File: src/rtl/serial_magnitude_comparator.sv
// -----------------------------------------------------------------------------
// serial_magnitude_comparator
//
// Digit-serial magnitude comparator. Operands are captured on an accepted
// start and examined one D-bit digit per clock, most significant digit first.
// The comparison stops at the first differing digit. The result is reported on
// EQ/GT/LT together with a one-cycle done pulse.
//
// Handshake: start is sampled only while busy=0. A start seen at a rising edge
// in IDLE is accepted at that edge. busy is high for every RUN cycle. done
// pulses for one cycle when a new result becomes visible. busy is already low
// in that cycle, so a new start may be presented there and is accepted at the
// next edge.
//
// Optional feature macro: SIGNED_CMP_EN
//   When defined, the signed_mode input is added. It is captured with the
//   operands. When it is 1, the operands are compared as two's complement:
//   the top bit of the most significant digit is inverted before the compare.
//   When not defined, every compare is unsigned.
//
// Parameters:
//   N : operand width in bits (integer multiple of D)
//   D : digit width examined per clock (1 <= D <= N)
//
// Ports:
//   clk         in   system clock, rising edge
//   reset       in   asynchronous active-high reset
//   start       in   request a comparison (sampled when busy=0)
//   a, b        in   N-bit operands, captured on accepted start
//   signed_mode in   two's-complement compare (only with SIGNED_CMP_EN)
//   busy        out  comparison in progress (state == RUN)
//   done        out  one-cycle pulse, new result valid
//   EQ, GT, LT  out  a == b, a > b, a < b; held until next accepted start
// -----------------------------------------------------------------------------
module serial_magnitude_comparator #(
  parameter int N = 8,
  parameter int D = 2
) (
  input  logic         clk,
  input  logic         reset,
  input  logic         start,
  input  logic [N-1:0] a,
  input  logic [N-1:0] b,
`ifdef SIGNED_CMP_EN
  input  logic         signed_mode,
`endif
  output logic         busy,
  output logic         done,
  output logic         EQ,
  output logic         GT,
  output logic         LT
);

  localparam int NDIG = N / D;
  localparam int CW   = (NDIG > 1) ? $clog2(NDIG) : 1;
  localparam logic [CW-1:0] LAST_DIG = CW'(NDIG - 1);

  typedef enum logic {
    IDLE = 1'b0,
    RUN  = 1'b1
  } state_t;

  state_t        r_state, w_state_nxt;
  logic [N-1:0]  r_a, r_b, w_a_nxt, w_b_nxt;
  logic [CW-1:0] r_cnt, w_cnt_nxt;
  logic          r_done, w_done_nxt;
  logic          r_eq, w_eq_nxt;
  logic          r_gt, w_gt_nxt;
  logic          r_lt, w_lt_nxt;
  logic          w_inv_top;
  logic [D-1:0]  w_dig_a, w_dig_b;

`ifdef SIGNED_CMP_EN
  logic r_signed, w_signed_nxt;
  // In the most significant digit, the sign bit is inverted. This turns a
  // two's-complement ordering into an unsigned ordering.
  assign w_inv_top = r_signed && (r_cnt == '0);
`else
  assign w_inv_top = 1'b0;
`endif

  // The current digit is always the top D bits of the shift registers.
  always_comb begin
    w_dig_a = r_a[N-1 -: D];
    w_dig_b = r_b[N-1 -: D];
    w_dig_a[D-1] = w_dig_a[D-1] ^ w_inv_top;
    w_dig_b[D-1] = w_dig_b[D-1] ^ w_inv_top;
  end

  // State and datapath registers.
  always_ff @(posedge clk or posedge reset) begin
    if (reset) begin
      r_state <= IDLE;
      r_a     <= '0;
      r_b     <= '0;
      r_cnt   <= '0;
      r_done  <= 1'b0;
      r_eq    <= 1'b0;
      r_gt    <= 1'b0;
      r_lt    <= 1'b0;
`ifdef SIGNED_CMP_EN
      r_signed <= 1'b0;
`endif
    end else begin
      r_state <= w_state_nxt;
      r_a     <= w_a_nxt;
      r_b     <= w_b_nxt;
      r_cnt   <= w_cnt_nxt;
      r_done  <= w_done_nxt;
      r_eq    <= w_eq_nxt;
      r_gt    <= w_gt_nxt;
      r_lt    <= w_lt_nxt;
`ifdef SIGNED_CMP_EN
      r_signed <= w_signed_nxt;
`endif
    end
  end

  // Next-state and datapath logic.
  always_comb begin
    w_state_nxt = r_state;
    w_a_nxt     = r_a;
    w_b_nxt     = r_b;
    w_cnt_nxt   = r_cnt;
    w_done_nxt  = 1'b0;
    w_eq_nxt    = r_eq;
    w_gt_nxt    = r_gt;
    w_lt_nxt    = r_lt;
`ifdef SIGNED_CMP_EN
    w_signed_nxt = r_signed;
`endif
    case (r_state)
      IDLE: begin
        if (start) begin
          w_a_nxt     = a;
          w_b_nxt     = b;
          w_cnt_nxt   = '0;
          w_eq_nxt    = 1'b0;
          w_gt_nxt    = 1'b0;
          w_lt_nxt    = 1'b0;
          w_state_nxt = RUN;
`ifdef SIGNED_CMP_EN
          w_signed_nxt = signed_mode;
`endif
        end
      end
      RUN: begin
        if (w_dig_a != w_dig_b) begin
          // The first differing digit decides the result.
          w_gt_nxt    = (w_dig_a > w_dig_b);
          w_lt_nxt    = (w_dig_a < w_dig_b);
          w_done_nxt  = 1'b1;
          w_state_nxt = IDLE;
        end else if (r_cnt == LAST_DIG) begin
          w_eq_nxt    = 1'b1;
          w_done_nxt  = 1'b1;
          w_state_nxt = IDLE;
        end else begin
          w_a_nxt   = r_a << D;
          w_b_nxt   = r_b << D;
          w_cnt_nxt = r_cnt + CW'(1);
        end
      end
      default: w_state_nxt = IDLE;
    endcase
  end

  assign busy = (r_state == RUN);
  assign done = r_done;
  assign EQ   = r_eq;
  assign GT   = r_gt;
  assign LT   = r_lt;

endmodule

File: config.mk
export PLATFORM = sky130hd
export DESIGN_NAME = serial_magnitude_comparator
export DESIGN_NICKNAME = d
export VERILOG_FILES = /design/src/rtl/serial_magnitude_comparator.sv
export SDC_FILE = /design/constraint.sdc
export NUM_CORES = 1
export LEC_CHECK = 0
export BUFFER_PORTS_ARGS = -buffer_cell sky130_fd_sc_hd__buf_2
export CORE_MARGIN = 3
export CORE_UTILIZATION = 50
export DETAILED_ROUTE_END_ITERATION = 10
export GPL_TIMING_DRIVEN = 0
export PLACE_DENSITY = 0.72
export SYNTH_ARGS = -nofsm -noshare
export SYNTH_HDL_FRONTEND = slang
export SYNTH_SLANG_ARGS = --single-unit
File: constraint.sdc
create_clock -name clk -period 4.1 [get_ports clk]
set_clock_uncertainty 0.2 [all_clocks]
set_input_delay 0 -clock clk [delete_from_list [all_inputs] [get_ports clk]]
set_output_delay 0 -clock clk [all_outputs]
set_load 0.03 [all_outputs]
# After elaboration in Yosys (flattened, before gate mapping)
# Cells that the tools add are included.
word_totals:
  regBits: 23
  in_bits: 19
  out_inout_bits: 5
  wordCells: 49
op_classes:
  n_addsub: 1
  n_lt_le_gt_ge: 2
  n_eq_ne: 7
  mux: 27
  n_bitwise: 1
  n_reduce_logical: 3
ops:
  columns: ["op", "count"]
  rows:
  - ["2-to-1 mux 8 bit", 6]
  - ["case mux 8 bit (2 select lines)", 2]
  - ["2-to-1 mux 1 bit", 11]
  - ["case mux 1 bit (2 select lines)", 4]
  - ["2-to-1 mux 2 bit", 3]
  - ["!= test 2 bit (second input constant)", 3]
  - ["AND reduction 3 bit", 2]
  - ["!= test 2 x 1 -> 1 bit (second input constant)", 2]
  - ["case mux 2 bit (2 select lines)", 1]
  - ["adder 2 x 1 -> 2 bit (second input constant)", 1]
  - ["equality test 2 bit (second input constant)", 1]
  - ["> comparator 2 bit", 1]
  - ["less-than comparator 2 bit", 1]
  - ["!= test 2 bit", 1]
  - ["AND reduction 2 bit", 1]
  - ["NOT 1 bit", 1]

# Logic depth before layout (Yosys ltp)
# Gate-level depths: netlist of run 1.
depth:
  word_depth: 4
  mapped_depth: 6
  mapped_depth_nobuf: 5

# Worst setup path after synthesis of run 1
# Ideal clock, no wire load.
synth_path:
  path_kind: "reg2reg"
  startpoint: "reg r_a[7]"
  endpoint: "reg r_a[2]"
  setup_time_ns: 0.125
  arrival_time_ns: 1.564
  required_ns: 3.775
  path_slack_ns: 2.211
  path_stages_with_launch: 6
  n_path_buf: 1
  period_less_slack_ns: 1.889
  path_cell_list: "dfrtp_1 ha_1 and3b_4 a21oi_4 buf_6 mux2_4"
synth_between:
  elab_chain_len: 3
synth_lines:
  columns: ["element", "line_no", "source"]
  rows:
  - ["start: declaration", "64", "logic [N-1:0] r_a, r_b, w_a_nxt, w_b_nxt;"]
  - ["start signal: assignment", "106", "r_a <= w_a_nxt;"]
  - ["!= test 2 bit", "148", "if (w_dig_a != w_dig_b) begin"]
  - ["!= test 2 bit (no source line)", null, null]
  - ["AND reduction 3 bit (no source line)", null, null]
# No other way between the ends.
# A chain may end at the register's enable or synchronous reset.

# Final worst setup path of run 1
layout_path:
  startpoint: "reg r_a[7]"
  endpoint: "reg r_b[5]"
layout_between:
  elab_chain_len: 3
layout_lines:
  columns: ["element", "line_no", "source"]
  rows:
  - ["!= test 2 bit", "148", null]
  - ["!= test 2 bit (no source line)", null, null]
  - ["AND reduction 3 bit (no source line)", null, null]
  - ["end signal: assignment", "107", "r_b <= w_b_nxt;"]
  - ["end: declaration", "64", null]
# No other way between the ends.

==> flow_summary_export.csv, run 1 <==
group,metric,value,unit
floorplan,die_y,55.1,µm
logic_synthesis,synth_seq_cells,23,
pwr,p_per_area,721,nW/µm²
layout,post_route_cells_drive_above_1_share,36.0,%
placement,dpl.cell_count,141,
clock_network,clock_latency,0.31,ns
sta,relSlewSlack,41.5,%
floorplan,initial_core_util,53.4,%
setup_path,crit_type,"register to register",
pwr,power,1150,µW
clock_network,cts_made_buffers,3,
setup_path,crit_path_cell_trace,"ha_1, and3b_4, a21oi_4, buf_6, mux2_4",
placement,place_area,1350,µm²
setup_path,r2r-end,"r_b[5]$_DFFE_PP0P_",
run_status,status,"complete, no violations",
pwr,p_leak,0.000787,µW
hold_path,hold_path.class,"input pin to asynchronous set/reset pin",
global_routing,grt_pass1_vias,936,
global_routing,antenna_found_initial,0,
sta,finalHoldViolCount,0,
sta,setup-violations-final,0,
logic_synthesis,ys_seq_area_share,47.8,%
setup_path,crit_arrival,2.06,ns
layout,area_growth,32.5,%
clock_network,cts_buffer_depth,2,
clock_network,cts_setup_buffers,0,
clock_network,cts_tree,"built",
clock_network,root_buffer,"clkbuf_4",
logic_synthesis,synthSimpleGateAreaFrac,7.06,%
placement,hpwl,1.57,mm
placement,io_buffers,22,
clock_network,htree_levels,1,
sta,rsz0062_at_grt,"no",
clock_network,path_clk_slew,0.13,ns
detailed_routing,ant_nets,0,
logic_synthesis,synthCells,91,
pwr,peakVddDrop,0.000427,V
logic_synthesis,muxShareOfSynthArea,27.5,%
global_routing,grt-ovfl-total,0,
logic_synthesis,synth_compound_area_share,8.10,%
setup_path,crit_slowest_cell,"dfrtp_1",
sta,worst_pin_slew,0.877,ns
sta,setup_tns,0,ns
sta,fin_crit_sh,50.0,%
clock_network,cts_hold_buf,22,
layout,n_fill_cell,170,
setup_path,crit_path_start_kind,"register",
floorplan,io_pins,24,
detailed_routing,wl_per_cell,14.6,µm
sta,period_minus_slack,2.05,ns
global_routing,grt_pass1_wl,4.22,mm
layout,nNetsFinal,162,
layout,final_cells,167,
detailed_routing,via_count,866,
logic_synthesis,yosysWarningCount,0,
placement,post-place-ws,2.06,ns
clock_network,ctsResizeCount,0,
logic_synthesis,yosys.area_share.adder,3.12,%
floorplan,dieWidth,55.1,µm
setup_path,rr_worst_depth,5,
setup_path,required,4.11,ns
logic_synthesis,synth.distinct_cells,27,
layout,final_cell_mix,"dfrtp_1, buf_2, dlygate4sd3_1",
logic_synthesis,syn_avg_cell_area,13.2,µm²
detailed_routing,wirelength,2.44,mm
detailed_routing,drc,0,
setup_path,rr_startpoint,"r_a[7]$_DFFE_PP0P_",
job,max_cap_violations,0,
floorplan,core_area,2250,µm²
logic_synthesis,synth_nets,113,
detailed_routing,drt_iter0_drc,4,
detailed_routing,drtPass1Iterations,2,
setup_path,max_stage_delay,0.42,ns
setup_path,rrSetupSlack,2.05,ns
global_routing,grt_use_total,19.9,%
detailed_routing,detail_route.vias_per_cell,5.19,
layout,postLayoutCellArea,1600,µm²
layout,diodes,0,
sta,slew_violations,0,
placement,place.gp.congestion,0.698,
sta,setup_ws,2.05,ns
setup_path,crit_start,"r_a[7]$_DFFE_PP0P_",
logic_synthesis,synth_top_family_by_area,"multiplexers",
floorplan,rows,17,
global_routing,grt_max_degree,24,
setup_path,crit_path_end_kind,"register",
clock_network,numClockSinks,23,
setup_path,crit_path_max_fanout,10,
logic_synthesis,synth_xor_area_share,0.727,%
sta,max_freq,488,MHz
floorplan,dieArea,3030,µm²
logic_synthesis,netlist_area,1200,µm²
==> metal layers <==
metal | track usage (%) | vias to the layer above | wire, µm
met5 | 0 | - | 0
met4 | 7.29 | 0 | 38
met3 | 3.22 | 6 | 80
met2 | 34.6 | 16 | 1260
met1 | 24.6 | 423 | 1050
li1 | - | 421 | -
==> area by class of cell <==
| cell class | instances | area (µm²) | share of cell area [%] |
|---|---|---|---|
| repair buffers | 44 | 330 | 20.7 |
| clock buffers | 4 | 26.3 | 1.65 |
| flip-flops and latches | 23 | 576 | 36.1 |
| inverters | 5 | 18.8 | 1.18 |
| plain buffers | 6 | 50.0 | 3.13 |
| well taps | 28 | 35.0 | 2.19 |
| multi-input cells | 57 | 561 | 35.1 |
==> through the flow <==
step           util, %  hold slack [ns]
2_1_floorplan        -           -0.198
3_3_place_gp      59.9           0.0119
3_5_place_dp      59.9           0.0262
4_1_cts           70.8            0.225
5_1_grt           70.8            0.268
6_report          70.8            0.189
==> power by group <==
group          switching [µW]  internal [µW]
sequential               63.5            335
clock                    69.4           38.0
combinational             298            347
==> worst max path at each step <==
stage	endpoint	slack, ns
after floorplan	r_a[2]$_DFFE_PP0P_	2.21
after global placement	r_a[3]$_DFFE_PP0P_	2.09
after global routing	r_a[3]$_DFFE_PP0P_	1.98
after CTS	r_b[5]$_DFFE_PP0P_	2.05
after detailed placement	r_b[5]$_DFFE_PP0P_	2.06
final	r_b[5]$_DFFE_PP0P_	2.05
==> cells by family (layout without fill, tap and decap cells) <==
logic type / after synthesis / in the layout
flip-flops: 23 / 23
multiplexers: 28 / 28
adder cells (fa/ha/maj): 3 / 3
AO/OA/AOI/OAI: 11 / 11
AND/OR/NAND/NOR: 14 / 14
XOR/XNOR: 1 / 1
buffers and inverters: 11 / 59
==> critical path, delay by kind of cell (launching register included) <==
| kind | cells | cell delay [ns] |
|---|---|---|
| simple gates | 1 | 0.22 |
| compound gates | 1 | 0.22 |
| fa+ha+maj | 1 | 0.37 |
| mux | 1 | 0.31 |
| flops | 1 | 0.42 |
| buf+inv | 1 | 0.20 |
==> flip-flops by register name, indices dropped and copies added (netlist names) <==
signal  cells
EQ          1
GT          1
LT          1
busy        1
done        1
r_a         8
r_b         8
r_cnt       2
==> synth_stat cells <==
cell type | count | area [µm²]
buf_2 | 1 | 5.00
nand2_1 | 3 | 11.3
a22o_1 | 1 | 8.76
a21oi_4 | 1 | 16.3
a21o_1 | 1 | 7.51
o2bb2ai_1 | 5 | 43.8
buf_6 | 3 | 33.8
a41oi_1 | 1 | 8.76
and2_1 | 1 | 6.26
nor2b_4 | 1 | 13.8
inv_1 | 5 | 18.8
a21oi_1 | 1 | 5.00
clkbuf_1 | 1 | 3.75
mux2_2 | 10 | 113
nand3_1 | 3 | 15.0
and3b_4 | 1 | 12.5
nor2_1 | 3 | 11.3
mux2_1 | 3 | 33.8
buf_4 | 1 | 7.51
mux2_4 | 7 | 105
a21boi_0 | 1 | 7.51
xnor2_1 | 1 | 8.76
mux2i_1 | 8 | 80.1
dfrtp_1 | 23 | 576
nand3b_1 | 1 | 7.51
ha_1 | 3 | 37.5
nor3b_1 | 1 | 7.51
Power figures use the tool's default switching activity.
==> run 2: changes to the inputs <==
--- a/config.mk
+++ b/config.mk
@@ -5,6 +5,7 @@
 export SDC_FILE = /design/constraint.sdc
 export NUM_CORES = 1
 export LEC_CHECK = 0
+export ABC_AREA = 1
 export BUFFER_PORTS_ARGS = -buffer_cell sky130_fd_sc_hd__buf_2
 export CORE_MARGIN = 3
 export CORE_UTILIZATION = 50
==> constraint.sdc (replaced) <==
create_clock -name clk -period 2.1 [get_ports clk]
set_clock_uncertainty 0.2 [all_clocks]
set_input_delay 0 -clock clk [delete_from_list [all_inputs] [get_ports clk]]
set_output_delay 0 -clock clk [all_outputs]
set_load 0.03 [all_outputs]
==> flow_summary_export.csv, run 2 <==
group,metric,value,unit
detailed_routing,drtPass1Iterations,4,
hold_path,hold_path.class,"input pin to asynchronous set/reset pin",
sta,fin_crit_sh,94.6,%
setup_path,max_stage_delay,0.54,ns
logic_synthesis,synth.distinct_cells,12,
logic_synthesis,async_flop_share,100,%
setup_path,rr_startpoint,"r_b[7]$_DFFE_PP0P_",
placement,hpwl,1.81,mm
global_routing,antenna_found_initial,0,
sta,max_freq,503,MHz
logic_synthesis,synthTopCellsByArea,"dfrtp_1, nand2_1, nand3_1",
pwr,p_sw_share,44.4,%
setup_path,crit_arrival,2.01,ns
pwr,peakVddDrop,0.000813,V
layout,postLayoutCellArea,1580,µm²
floorplan,die_y,54.5,µm
clock_network,clock_latency,0.32,ns
setup_path,crit_path_max_fanout,4,
layout,final_util,76.0,%
setup_path,crit_path_start_kind,"register",
setup_path,cp_top_family,"buffers and inverters",
floorplan,rows,16,
pwr,p_sw,944,µW
pwr,p_per_area,1340,nW/µm²
sta,setup_tns,0,ns
clock_network,cts_buffer_depth,2,
logic_synthesis,syn_avg_cell_area,7.57,µm²
placement,place_area,1320,µm²
logic_synthesis,synth_nets,177,
clock_network,cts_made_buffers,3,
logic_synthesis,netlist_area,1170,µm²
floorplan,io_pins,24,
setup_path,rr_worst_depth,9,
detailed_routing,wirelength,2.68,mm
setup_path,crit_path_cell_trace,"inv_1, ha_1, nand2_1, inv_1, nand2_2, nand2_2, nand2_1, dlygate4sd3_1, nand2_1",
layout,area_growth,34.9,%
placement,place.gp.congestion,0.742,
setup_path,rrSetupSlack,0.11,ns
placement,io_buffers,23,
run_status,status,"complete, no violations",
clock_network,path_clk_slew,0.13,ns
layout,layout_commonest_cell,"nand2_1",
sta,finalHoldViolCount,0,
detailed_routing,via_count,1129,
global_routing,grt-ovfl-total,0,
setup_path,crit_buf_inv,3,
detailed_routing,drc,0,
detailed_routing,detail_route.vias_per_cell,4.85,
logic_synthesis,synthCells,155,
floorplan,core_area,2080,µm²
logic_synthesis,yosysTopAreaCell,"dfrtp_1",
clock_network,htree_levels,1,
sta,rsz0062_at_grt,"no",
setup_path,crit_type,"register to register",
setup_path,cpMostUsedCell,"nand2_1",
layout,diodes,0,
layout,nNetsFinal,229,
clock_network,ctsResizeCount,0,
pwr,internal_power,1180,µW
setup_path,required,2.12,ns
setup_path,crit_slowest_cell,"dlygate4sd3_1",
clock_network,root_buffer,"clkbuf_4",
sta,slew_violations,0,
logic_synthesis,synthFlopType,"dfrtp_1",
setup_path,crit_path_end_kind,"register",
layout,final_cell_mix,"nand2_1, buf_2, dfrtp_1",
layout,final_cells,233,
logic_synthesis,synth.top_cells.by_count,"nand2_1, dfrtp_1, nand3_1",
logic_synthesis,yosysWarningCount,0,
global_routing,grt_pass1_vias,1111,
pwr,p_leak,0.000940,µW
logic_synthesis,synth_most_common_cell,"nand2_1",
placement,dpl.cell_count,205,
pwr,clockPowerShare,10.0,%
layout,top_regs,"r_a: 8 flops, r_b: 8 flops, r_cnt: 2 flops",
layout,post_route_cells_drive_above_1_share,20.9,%
pwr,pwr-share-comb,55.3,%
sta,period_minus_slack,1.99,ns
sta,setup-violations-final,0,
job,max_cap_violations,0,
floorplan,dieWidth,54.5,µm
global_routing,grt_use_total,22.2,%
sta,worst_pin_slew,0.873,ns
detailed_routing,wl_per_cell,11.5,µm
global_routing,grt_max_degree,24,
global_routing,grt_pass1_wl,4.68,mm
placement,post-place-ws,0.437,ns
floorplan,dieArea,2960,µm²
floorplan,initial_core_util,56.4,%
detailed_routing,drt_iter0_drc,27,
setup_path,r2r-end,"r_b[4]$_DFFE_PP0P_",
sta,setup_ws,0.113,ns
logic_synthesis,synth_seq_cells,23,
logic_synthesis,synth_edf_count,0,
logic_synthesis,yosysTopAreaCellShare,49.0,%
clock_network,cts_tree,"built",
logic_synthesis,ys_seq_area_share,49.0,%
pwr,pwr-share-seq,34.7,%
sta,relSlewSlack,41.7,%
detailed_routing,ant_nets,0,
clock_network,numClockSinks,23,
run 2: cell types whose count changed in the layout (fill, tap and decap cells not counted), sizes merged, moves of 2 or more:
cell and change:
a21oi -2, buf +7, clkbuf -2, inv +6
mux2 -20, mux2i -8, nand2 +85, nand3 +17
nor2 -2, o2bb2ai -5
run 2: how the worst max path moves through the flow:
stage,endpoint,cells past startpoint,start
finish,r_b[4]$_DFFE_PP0P_,9,r_b[7]$_DFFE_PP0P_
global route,r_b[4]$_DFFE_PP0P_,9,r_b[7]$_DFFE_PP0P_
CTS,r_b[4]$_DFFE_PP0P_,8,r_a[7]$_DFFE_PP0P_
detailed placement,r_a[1]$_DFFE_PP0P_,8,r_a[7]$_DFFE_PP0P_
global placement,r_a[1]$_DFFE_PP0P_,8,r_a[7]$_DFFE_PP0P_
floorplan,r_b[5]$_DFFE_PP0P_,8,busy$_DFF_PP0_
run 2: worst min-delay path, stage by stage:
cell,delay (ns)
dlygate4sd3_1,0.53
buf_2,0.12
inv_1,0.62
run 2: cell families (layout without fill, tap and decap cells):
| logic type | count (synthesis) | in the layout | share of synthesized area [%] |
|---|---|---|---|
| DFF | 23 | 23 | 49.0 |
| AOI/OAI and AO/OA | 1 | 1 | 0.640 |
| adders and majority gates | 3 | 3 | 3.20 |
| and+or+nand+nor | 109 | 109 | 38.3 |
| buffers and inverters | 19 | 70 | 8.85 |
run 2: layout make-up:
| type | count | area, µm² |
|---|---|---|
| sequential | 23 | 576 |
| clock buffer | 3 | 22.5 |
| clock inverter | 1 | 5.00 |
| inverter | 11 | 43.8 |
| tap | 27 | 33.8 |
| timing repair buffer | 47 | 348 |
| fill | 174 | 499 |
| multi-input combinational | 113 | 494 |
| buffer | 8 | 60.1 |
run 2: layer usage:
layer | track usage, % | share of wire, % | vias up
li1 | - | - | 577
met1 | 27.1 | 43 | 507
met2 | 37.8 | 50 | 40
met3 | 4.09 | 5.8 | 5
met4 | 9.54 | 1.1 | 0
met5 | 0 | 0 | -
run 2: what timing repair did:
action,4_1_cts,5_1_grt
setup buffers,0,3
setup endpoints to repair,0,3
hold buffers,21,0
hold endpoints to repair,42,0
run 2: through the flow:
stage / power, µW / hold WS (ns)
finish: 2130 / 0.194
global placement: 1770 / 0.00185
CTS: 2090 / 0.208
detailed placement: 1820 / 0.0139
global route: 2350 / 0.232
floorplan: 1560 / -0.198
run 2: power by group through the flow:
stage / logic [µW] / registers, µW / clock network [µW]
floorplan: 757 / 803 / 0
global placement: 1030 / 742 / 0
detailed placement: 1070 / 752 / 0
CTS: 1140 / 740 / 215
global route: 1350 / 766 / 238
finish: 1180 / 738 / 212
==> run 3: changes to the inputs <==
--- a/config.mk
+++ b/config.mk
@@ -10,8 +10,10 @@
 export CORE_MARGIN = 3
 export CORE_UTILIZATION = 50
 export DETAILED_ROUTE_END_ITERATION = 10
+export GPL_ROUTABILITY_DRIVEN = 0
 export GPL_TIMING_DRIVEN = 0
 export PLACE_DENSITY = 0.72
+export SKIP_CTS_REPAIR_TIMING = 1
 export SYNTH_ARGS = -nofsm -noshare
 export SYNTH_HDL_FRONTEND = slang
 export SYNTH_SLANG_ARGS = --single-unit
==> constraint.sdc (replaced) <==
create_clock -name clk -period 2.1 [get_ports clk]
set_clock_uncertainty 0.2 [all_clocks]
set_input_delay 0 -clock clk [delete_from_list [all_inputs] [get_ports clk]]
set_output_delay 0 -clock clk [all_outputs]
set_load 0.1 [all_outputs]
==> flow_summary_export.csv, run 3 (synthesized netlist as in run 2, its figures left out) <==
group,metric,value,unit
pwr,power,2260,µW
layout,diodes,0,
pwr,p_leak,0.000921,µW
global_routing,grt.met1_usage,25.7,%
sta,max_freq,502,MHz
global_routing,grt_pass1_wl,4.25,mm
sta,setup_ws,0.107,ns
global_routing,use_met3,3.54,%
setup_path,crit_path_cell_trace,"ha_1, nand2_1, inv_1, nand2_2, nand2_2, nand2_1, dlygate4sd3_1, nand2_1",
global_routing,grt_max_degree,24,
detailed_routing,drtPass1Iterations,4,
floorplan,io_pins,24,
setup_path,crit_path_start_kind,"register",
sta,setup_tns,0,ns
layout,final_util,74.0,%
setup_path,r2r-end,"r_b[3]$_DFFE_PP0P_",
pwr,peakVddDrop,0.00113,V
clock_network,cts_made_buffers,3,
clock_network,htree_levels,1,
detailed_routing,drt_iter0_drc,26,
detailed_routing,drc,0,
layout,area_growth,31.2,%
layout,n_fill_cell,184,
layout,layout_commonest_cell,"nand2_1",
sta,relSlewSlack,41.7,%
setup_path,cpMostUsedCell,"nand2_1",
layout,top_regs,"r_a: 8 flops, r_b: 8 flops, r_cnt: 2 flops",
detailed_routing,via_count,1113,
floorplan,die_y,54.5,µm
floorplan,dieArea,2960,µm²
clock_network,path_clk_slew,0.13,ns
setup_path,max_stage_delay,0.54,ns
floorplan,initial_core_util,56.4,%
setup_path,crit_cells,8,
detailed_routing,ant_nets,0,
sta,rsz0062_at_grt,"no",
setup_path,crit_slowest_cell,"dlygate4sd3_1",
setup_path,crit_path_end_kind,"register",
detailed_routing,wirelength,2.64,mm
job,max_cap_violations,0,
global_routing,grt-ovfl-total,0,
sta,fin_crit_sh,94.9,%
layout,final_cell_mix,"nand2_1, buf_2, dfrtp_1",
placement,post-place-ws,0.437,ns
setup_path,rrSetupSlack,0.11,ns
hold_path,hold_path.class,"input pin to asynchronous set/reset pin",
clock_network,clock_latency,0.32,ns
detailed_routing,detail_route.vias_per_cell,4.88,
sta,finalHoldViolCount,0,
global_routing,grt_use_met2,33.7,%
clock_network,cts_tree,"built",
sta,worst_pin_slew,0.874,ns
run_status,status,"complete, no violations",
clock_network,cts_buffer_depth,2,
sta,setup-violations-final,0,
setup_path,rr_worst_depth,8,
global_routing,grt_pass1_vias,1008,
floorplan,dieWidth,54.5,µm
setup_path,crit_buf_inv,2,
detailed_routing,wl_per_cell,11.6,µm
sta,hold-worst-slack,0.191,ns
setup_path,crit_path_max_fanout,4,
setup_path,crit_type,"register to register",
pwr,p_per_area,1460,nW/µm²
placement,io_buffers,23,
clock_network,root_buffer,"clkbuf_4",
clock_network,numClockSinks,23,
placement,hpwl,1.81,mm
global_routing,antenna_found_initial,0,
layout,post_route_cells_drive_above_1_share,19.9,%
layout,nNetsFinal,224,
setup_path,rr_startpoint,"r_a[7]$_DFFE_PP0P_",
floorplan,core_area,2080,µm²
setup_path,crit_arrival,2.02,ns
global_routing,busiest_layer,"met2",
sta,slew_violations,0,
floorplan,rows,16,
global_routing,grt_use_total,20.2,%
setup_path,required,2.13,ns
setup_path,cp_top_family,"buffers and inverters",
sta,period_minus_slack,1.99,ns
## run 3: worst min-delay path, delay by kind of cell
family | cells | cell delay, ns
buf+inv | 3 | 1.27
## run 3: per-stage QoR
stage,instances,instance area [µm²]
floorplan,155,1170
global placement,205,1320
detailed placement,205,1320
CTS,209,1350
global route,228,1540
finish,228,1540
## run 3: layout make-up
cell class	instances	area [µm²]	share of cell area (%)
well taps	27	33.8	2.19
flip-flops and latches	23	576	37.4
clock inverters	1	5.00	0.325
multi-input cells	113	494	32.1
inverters	11	43.8	2.84
plain buffers	8	60.1	3.90
clock buffers	3	22.5	1.46
repair buffers	42	305	19.8
## run 3: layer usage
layer	vias to the layer above	part of all wire [%]
li1	569	-
met1	504	43
met2	35	51
met3	5	5.2
met4	0	1.2
met5	-	0
## run 3: worst max path at each step
stage	from	endpoint	slack (ns)
4_1_cts	r_a[7]$_DFFE_PP0P_	r_a[1]$_DFFE_PP0P_	0.42
5_1_grt	r_a[7]$_DFFE_PP0P_	r_b[3]$_DFFE_PP0P_	0.002
3_5_place_dp	r_a[7]$_DFFE_PP0P_	r_a[1]$_DFFE_PP0P_	0.44
2_1_floorplan	busy$_DFF_PP0_	r_b[5]$_DFFE_PP0P_	0.07
3_3_place_gp	r_a[7]$_DFFE_PP0P_	r_a[1]$_DFFE_PP0P_	0.49
6_report	r_a[7]$_DFFE_PP0P_	r_b[3]$_DFFE_PP0P_	0.11
## run 3: power breakdown
group / leakage (µW) / internal, µW / switching [µW]
sequential: 0.000291 / 642 / 99.3
combinational: 0.000612 / 415 / 889
clock: 0.0000177 / 71.4 / 140
total: 0.000921 / 1130 / 1130
